--- config.mk ---
export PLATFORM = sky130hd
export DESIGN_NAME = whack_engine
export DESIGN_NICKNAME = d
export VERILOG_FILES = /design/src/rtl/whack_pkg.sv /design/src/rtl/whack_lfsr.sv /design/src/rtl/whack_engine.sv
export SDC_FILE = /design/constraint.sdc
export NUM_CORES = 1
export LEC_CHECK = 0
export BUFFER_PORTS_ARGS = -buffer_cell sky130_fd_sc_hd__buf_2
export CAP_MARGIN = 20
export CORE_AREA = 8 8 76 127
export CTS_CLUSTER_DIAMETER = 200
export DETAILED_ROUTE_END_ITERATION = 8
export DIE_AREA = 0 0 84 135
export HOLD_SLACK_MARGIN = 0.05
export MAX_ROUTING_LAYER = met4
export PLACE_DENSITY = 0.73
export SLEW_MARGIN = 10
export SYNTH_ARGS = -nofsm -noshare
export SYNTH_HDL_FRONTEND = slang
export SYNTH_SLANG_ARGS = --single-unit
--- constraint.sdc ---
create_clock -name clk -period 7.8 [get_ports clk]
set_input_delay 0.39 -clock clk [delete_from_list [all_inputs] [get_ports clk]]
set_output_delay 0.39 -clock clk [all_outputs]
set_load 0.01 [all_outputs]
--- src/rtl/whack_pkg.sv ---
`default_nettype none
// ============================================================================
// whack_pkg : shared types and constants for the whack_engine reaction game
// Rev 1.0   : initial release
// ============================================================================
package whack_pkg;

  typedef enum logic [1:0] {
    IDLE     = 2'd0,
    GAP_WAIT = 2'd1,
    LIT      = 2'd2,
    JUDGE    = 2'd3
  } state_e;

  localparam logic [15:0] LFSR_SEED = 16'hACE1;
  // Feedback from taps 16,14,13,11 (bit positions 15,13,12,10).
  localparam logic [15:0] LFSR_TAPS = 16'hB400;
  localparam logic [7:0]  TOKEN_SAT = 8'd255;

  function automatic logic [15:0] lfsr_step(input logic [15:0] v);
    return {v[14:0], ^(v & LFSR_TAPS)};
  endfunction

endpackage : whack_pkg
`default_nettype wire

--- src/rtl/whack_lfsr.sv ---
`default_nettype none
// ============================================================================
// whack_lfsr : 16-bit Fibonacci LFSR with step, 8-bit XOR inject, zero guard
// Rev 1.0    : initial release
// ============================================================================
module whack_lfsr
  import whack_pkg::*;
#(
  parameter int RND_W = 4
) (
  input  logic             clk,
  input  logic             rst,
  input  logic             step,
  input  logic             inject,
  input  logic [7:0]       inj_data,
  output logic [RND_W-1:0] rnd_nxt
);

  logic [15:0] lfsr_q, lfsr_d, lfsr_raw;

  always_comb begin
    lfsr_raw = lfsr_q;
    if (step || inject) lfsr_raw = lfsr_step(lfsr_q);
    if (inject)         lfsr_raw = lfsr_raw ^ {8'h00, inj_data};
    // An all-zero state would lock up, so fall back to the seed.
    lfsr_d = (lfsr_raw == 16'h0000) ? LFSR_SEED : lfsr_raw;
  end

  always_ff @(posedge clk) begin
    if (rst) lfsr_q <= LFSR_SEED;
    else     lfsr_q <= lfsr_d;
  end

  // Consumers latch at state entry, so they see the value that will be current.
  assign rnd_nxt = lfsr_d[RND_W-1:0];

endmodule : whack_lfsr
`default_nettype wire

--- src/rtl/whack_engine.sv ---
`default_nettype none
// ============================================================================
// whack_engine : whack-a-light reaction game engine (lights, judge, score)
// Optional shrinking window via macro WHACK_SPEEDUP_EN.
// Rev 1.0      : initial release
// ============================================================================
module whack_engine
  import whack_pkg::*;
#(
  parameter int N_LIGHTS    = 8,
  parameter int CNT_W       = 30,
  parameter int WINDOW      = 50_000_000,
  parameter int GAP         = 25_000_000,
  parameter int TOKEN_SHIFT = 18,
  parameter int MIN_WINDOW  = 5_000_000
) (
  input  logic                clk,
  input  logic                rst,
  input  logic                run,
  input  logic [N_LIGHTS-1:0] switch,
  output logic [N_LIGHTS-1:0] LED,
  output logic                hit,
  output logic                miss,
  output logic [7:0]          token,
  output logic [7:0]          score,
  output logic                busy
);

  localparam int IDX_W = $clog2(N_LIGHTS);
  localparam int RND_W = (IDX_W > 4) ? IDX_W : 4;
  localparam logic [N_LIGHTS-1:0] ONE_HOT0 = N_LIGHTS'(1);

  if ((N_LIGHTS < 2) || (N_LIGHTS > 32) || ((N_LIGHTS & (N_LIGHTS - 1)) != 0)) begin : g_bad_lights
    $error("N_LIGHTS must be a power of two in 2..32");
  end
  if ((MIN_WINDOW < 1) || (MIN_WINDOW > WINDOW)) begin : g_bad_window
    $error("MIN_WINDOW must lie in 1..WINDOW");
  end

  state_e               state_q, state_d;
  logic [CNT_W-1:0]     cnt_q, cnt_d;
  logic [CNT_W-1:0]     gap_last_q, gap_last_d;
  logic [IDX_W-1:0]     target_q, target_d;
  logic [N_LIGHTS-1:0]  switch_q, chg, led_vec;
  logic                 hit_q, hit_d, miss_q, miss_d;
  logic [7:0]           token_q, token_d, score_q, score_d, react_tok;
  logic [CNT_W-1:0]     react_shift, window_cur;
  logic [RND_W-1:0]     rnd_nxt;

  whack_lfsr #(.RND_W(RND_W)) u_lfsr (
    .clk      (clk),
    .rst      (rst),
    .step     (state_q == GAP_WAIT),
    .inject   (state_q == JUDGE),
    .inj_data (token_q),
    .rnd_nxt  (rnd_nxt)
  );

  assign chg     = switch ^ switch_q;
  assign led_vec = (state_q == LIT) ? (ONE_HOT0 << target_q) : '0;

  always_comb begin
    react_shift = cnt_q >> TOKEN_SHIFT;
    react_tok   = (react_shift > CNT_W'(TOKEN_SAT)) ? TOKEN_SAT : react_shift[7:0];
  end

  always_comb begin
    state_d    = state_q;
    cnt_d      = cnt_q + CNT_W'(1);
    gap_last_d = gap_last_q;
    target_d   = target_q;
    hit_d      = 1'b0;
    miss_d     = 1'b0;
    token_d    = token_q;
    score_d    = score_q;
    case (state_q)
      IDLE: begin
        cnt_d = cnt_q;
        if (run) begin
          state_d    = GAP_WAIT;
          cnt_d      = '0;
          gap_last_d = CNT_W'(GAP) + CNT_W'(rnd_nxt[3:0]) - CNT_W'(1);
        end
      end
      GAP_WAIT: begin
        if (cnt_q == gap_last_q) begin
          state_d  = LIT;
          cnt_d    = '0;
          target_d = rnd_nxt[IDX_W-1:0];
        end
      end
      LIT: begin
        if (chg == led_vec) begin
          state_d = JUDGE;
          hit_d   = 1'b1;
          token_d = react_tok;
          score_d = (score_q == TOKEN_SAT) ? score_q : score_q + 8'd1;
        end else if ((chg != '0) || (cnt_q == window_cur - CNT_W'(1))) begin
          state_d = JUDGE;
          miss_d  = 1'b1;
          token_d = TOKEN_SAT;
        end
      end
      JUDGE: begin
        if (run) begin
          state_d    = GAP_WAIT;
          cnt_d      = '0;
          gap_last_d = CNT_W'(GAP) + CNT_W'(rnd_nxt[3:0]) - CNT_W'(1);
        end else begin
          state_d = IDLE;
        end
      end
      default: state_d = IDLE;
    endcase
  end

`ifdef WHACK_SPEEDUP_EN
  logic [CNT_W-1:0] window_q, window_d, window_shrunk;

  always_comb begin
    window_shrunk = window_q - (window_q >> 3);
    window_d      = window_q;
    if (hit_d)
      window_d = (window_shrunk < CNT_W'(MIN_WINDOW)) ? CNT_W'(MIN_WINDOW) : window_shrunk;
    else if (miss_d)
      window_d = CNT_W'(WINDOW);
  end

  always_ff @(posedge clk) begin
    if (rst) window_q <= CNT_W'(WINDOW);
    else     window_q <= window_d;
  end

  assign window_cur = window_q;
`else
  assign window_cur = CNT_W'(WINDOW);
`endif

  always_ff @(posedge clk) begin
    if (rst) begin
      state_q    <= IDLE;
      cnt_q      <= '0;
      gap_last_q <= '0;
      target_q   <= '0;
      switch_q   <= switch;
      hit_q      <= 1'b0;
      miss_q     <= 1'b0;
      token_q    <= 8'd0;
      score_q    <= 8'd0;
    end else begin
      state_q    <= state_d;
      cnt_q      <= cnt_d;
      gap_last_q <= gap_last_d;
      target_q   <= target_d;
      switch_q   <= switch;
      hit_q      <= hit_d;
      miss_q     <= miss_d;
      token_q    <= token_d;
      score_q    <= score_d;
    end
  end

  assign LED   = led_vec;
  assign hit   = hit_q;
  assign miss  = miss_q;
  assign token = token_q;
  assign score = score_q;
  assign busy  = (state_q != IDLE);

endmodule : whack_engine
`default_nettype wire

==> impl_metrics.yaml <==
cells_and_area:
  antenna_cells: 0
  layout.nets: 524
  area_growth_pct: 12.2
  num-fill-cells: 698
  regArea_mm2: 0.00170
  fin_area_mm2: 0.00472
  drive_gt1_share_pct: 12.7
  multi_input_area_mm2: 0.00237
setup_path:
  cp.required_ns: 8.07
  path_buf_inv: 1
  critPathLaunchType: "register"
  r2r_cells: 8
  path_max_fanout: 22
  setup.worst_path.class: "reg -> reg"
  r2r_slack_ns: 4.12
  worstPathCellList: "inv_1 -> ha_1 -> and4bb_1 -> xnor2_1 -> nor4_2 -> nand3_2 -> or4_1 -> a21oi_1"
  cp_top_family: "simple AND/OR/NAND/NOR gates"
  critPathSlowestCell: "dfxtp_1"
  cpPeakStageDelay_ns: 1.01
  crit_cells: 8
  cp-end-kind: "register"
  arrival_ns: 3.95
status:
  run_status: "finished clean"
timing:
  finalCritPeriodShare_pct: 47.2
  drv_slew: 0
  hold_viol: 0
  rsz0062_at_grt: "false"
  layout_setup_ws_ns: 4.12
  finalCriticalPeriod_ns: 3.68
  slew_headroom_pct: 28.8
  clock-skew-final_ns: 0.00491
  timing.hold.ws_ns: 0.174
  setup_viol_count_final: 0
  max_freq_mhz: 272
  tightest_slew_ns: 1.07
  fin_setup_tns_ns: 0
placement:
  dp_slack_ns: 4.14
  port_buffers: 37
  dpl_cell_area_mm2: 0.00443
  gp_congestion: 0.841
  dp_hpwl_um: 7100
yosys:
  syn_area_mm2: 0.00421
  synth_compound_area_share_pct: 10.1
  synth_top_family_by_area: "simple AND/OR/NAND/NOR gates"
  synthMuxAreaShare_pct: 4.55
  synth_fa_ha_area_share_pct: 2.38
  synth-simple-area-share_pct: 26.0
  synth-edff-count: 0
  seq_area_frac_synth_pct: 40.4
  ys_types: 57
  ys_seq_elements: 85
  synth.avg_cell_area_um2: 8.85
  synth-xor-area-share_pct: 13.1
  syn-num-nets: 495
  ys.flop_type: "dfxtp_1"
  synth_cells: 476
  yosysWarnings: 0
  async_flop_share_pct: 0
flow_run:
  drv_cap: 0
detailed_routing:
  wl_per_cell_um: 16.0
  drtIter0Drc: 173
  dr.pass1.iters: 4
  route.detailed.drc: 0
  num_vias: 3472
  drt-total-wl_um: 9600
  viasPerCell: 5.79
  detail-route-antenna-nets: 0
grt:
  grt_pass1_vias: 3391
  grt_max_degree: 35
  antenna_found_initial: 0
  grt_pass1_wl_um: 16100
  gr-total-overflow: 0
  grt_use_total_pct: 17.8
cts:
  cts_hold_buf: 0
  worstSkewPairLatency_ns: 0.34
  cts_buffers: 9
  cts_buffer_depth: 2
  cts_resized: 0
  clk_pin_slew_worst_paths_ns: 0.06
  cts_setup_buffers: 0
  cts_root_buf: "clkbuf_16"
  h-tree-depth: 3
  cts_num_sinks: 85
  cts_tree: "done"
pwr:
  power_switching_mw: 0.478
  p_seq_share_pct: 40.6
  leakagePower_nw: 1.74
  sw_frac_of_total_pct: 33.9
  pwr-share-comb_pct: 29.5
  clockPowerShare_pct: 29.9
  power_density_mw_per_mm2: 298
  vdd_drop_max_mv: 0.150
  p_int_mw: 0.930
floorplan:
  fp.dieH_um: 135
  rows: 43
  coreArea_mm2: 0.00791
  ios: 38
  die_area_mm2: 0.0113
  chipWidth_um: 84
  start_util_pct: 53.2
worst_hold_path:
  whs_path_depth: 1
  min_path_type: "in -> reg"
-- cell usage after synthesis, types with 2 or more instances --
| cell | count | area share (%) |
|---|---|---|
| dfxtp_1 | 85 | 40 |
| nor2_1 | 67 | 6.0 |
| xnor2_1 | 48 | 10 |
| nand2_1 | 44 | 3.9 |
| nand3_1 | 20 | 2.4 |
| mux2i_1 | 18 | 4.3 |
| inv_1 | 15 | 1.3 |
| xor2_1 | 15 | 3.1 |
| nand4_1 | 14 | 2.1 |
| a21oi_1 | 13 | 1.5 |
| clkbuf_1 | 12 | 1.1 |
| o22ai_1 | 9 | 1.3 |
| ha_1 | 8 | 2.4 |
| and3_1 | 7 | 1.0 |
| nor3_1 | 7 | 0.83 |
| nor4_1 | 7 | 1.0 |
| and2_1 | 6 | 0.89 |
| buf_2 | 6 | 0.71 |
| o21ai_0 | 6 | 0.71 |
| o41ai_1 | 5 | 1.0 |
| or4_1 | 4 | 0.71 |
| a21o_1 | 3 | 0.53 |
| and4bb_1 | 3 | 0.89 |
| nand4b_1 | 3 | 0.62 |
| nor3b_1 | 3 | 0.53 |
| o311ai_1 | 3 | 0.62 |
| a211oi_1 | 2 | 0.36 |
| a21boi_1 | 2 | 0.36 |
| and4_1 | 2 | 0.42 |
| nand2b_1 | 2 | 0.30 |
| nor2b_1 | 2 | 0.30 |
| nor4_2 | 2 | 0.59 |
| nor4b_2 | 2 | 0.71 |
| o2111ai_1 | 2 | 0.42 |
| o211ai_1 | 2 | 0.36 |
| o21ai_1 | 2 | 0.24 |
| o31ai_1 | 2 | 0.36 |
| or2_2 | 2 | 0.30 |
| or3_1 | 2 | 0.30 |
| or4b_1 | 2 | 0.48 |
-- layout by cell type (no fill, tap or decap), drive strengths merged, types with 2 or more instances in the layout --
master | netlist | final
dfxtp | 85 | 85
nor2 | 67 | 67
xnor2 | 48 | 48
nand2 | 44 | 44
buf | 8 | 38
nand3 | 21 | 21
mux2i | 18 | 18
inv | 15 | 15
xor2 | 15 | 15
nand4 | 14 | 14
a21oi | 13 | 13
clkbuf | 12 | 11
nor4 | 10 | 10
o22ai | 9 | 9
ha | 8 | 8
o21ai | 8 | 8
nor3 | 7 | 7
and3 | 7 | 7
and2 | 6 | 6
o41ai | 5 | 5
or4 | 4 | 4
clkinv | 0 | 4
nor4b | 4 | 4
nor3b | 3 | 3
and4bb | 3 | 3
nand4b | 3 | 3
a21o | 3 | 3
o311ai | 3 | 3
a211oi | 3 | 3
o31ai | 3 | 3
or3 | 2 | 2
nor2b | 2 | 2
o2111ai | 2 | 2
and4 | 2 | 2
o211ai | 2 | 2
a21boi | 2 | 2
nand2b | 2 | 2
or4b | 2 | 2
or2 | 2 | 2
-- power by group through the flow --
stage	registers, mW	logic [mW]	clock network (mW)
2_1_floorplan	0.553	0.331	0
3_3_place_gp	0.578	0.403	0
3_5_place_dp	0.580	0.416	0
4_1_cts	0.571	0.419	0.428
5_1_grt	0.579	0.459	0.445
6_report	0.572	0.416	0.421
-- final timing paths --
| check | startpoint | endpoint |
|---|---|---|
| max | state_q[0]$_SDFFE_PP0P_ | score[7]$_SDFFE_PP0P_ |
| min | switch[3] | switch_q[3]$_DFF_P_ |
| max reg2reg | state_q[0]$_SDFFE_PP0P_ | score[7]$_SDFFE_PP0P_ |
| min reg2reg | gap_last_q[0]$_SDFFE_PP0P_ | gap_last_q[0]$_SDFFE_PP0P_ |
-- state kept, by name, summed over array words and instances, names as in the netlist --
signal         flops
switch_q           8
score              8
hit                1
token              8
u_lfsr.lfsr_q     16
cnt_q             30
miss               1
target_q           3
state_q            2
gap_last_q         8
-- final cells by class --
cell class	instances	area share [%]
clock buffers	11	5.14
clock inverters	5	1.06
repair buffers	38	4.08
inverters	15	1.19
flip-flops and latches	85	36.0
well taps	90	2.38
multi-input cells	356	50.1
-- per-stage QoR --
| stage | utilization [%] | cells | total power, mW |
|---|---|---|---|
| after floorplan | - | 476 | 0.883 |
| after global placement | 56.0 | 584 | 0.981 |
| after detailed placement | 56.0 | 584 | 0.995 |
| after CTS | 59.7 | 600 | 1.42 |
| after global routing | 59.7 | 600 | 1.48 |
| final | 59.7 | 600 | 1.41 |
-- kinds of logic after synthesis --
| kind of cell | Yosys count |
|---|---|
| multiplexers | 19 |
| XOR/XNOR | 63 |
| buffers and inverters | 35 |
| flip-flops | 85 |
| adder cells (fa/ha/maj) | 8 |
| AO/OA/AOI/OAI | 60 |
| AND/OR/NAND/NOR | 206 |
-- metal layers --
metal | up-vias | part of all wire, % | track usage, %
met5 | - | 0 | -
met2 | 73 | 53 | 31.2
li1 | 1732 | - | -
met4 | 0 | 2.2 | 10.7
met3 | 14 | 3.8 | 3.62
met1 | 1653 | 41 | 17.8
(Power assumes the default switching activity.)
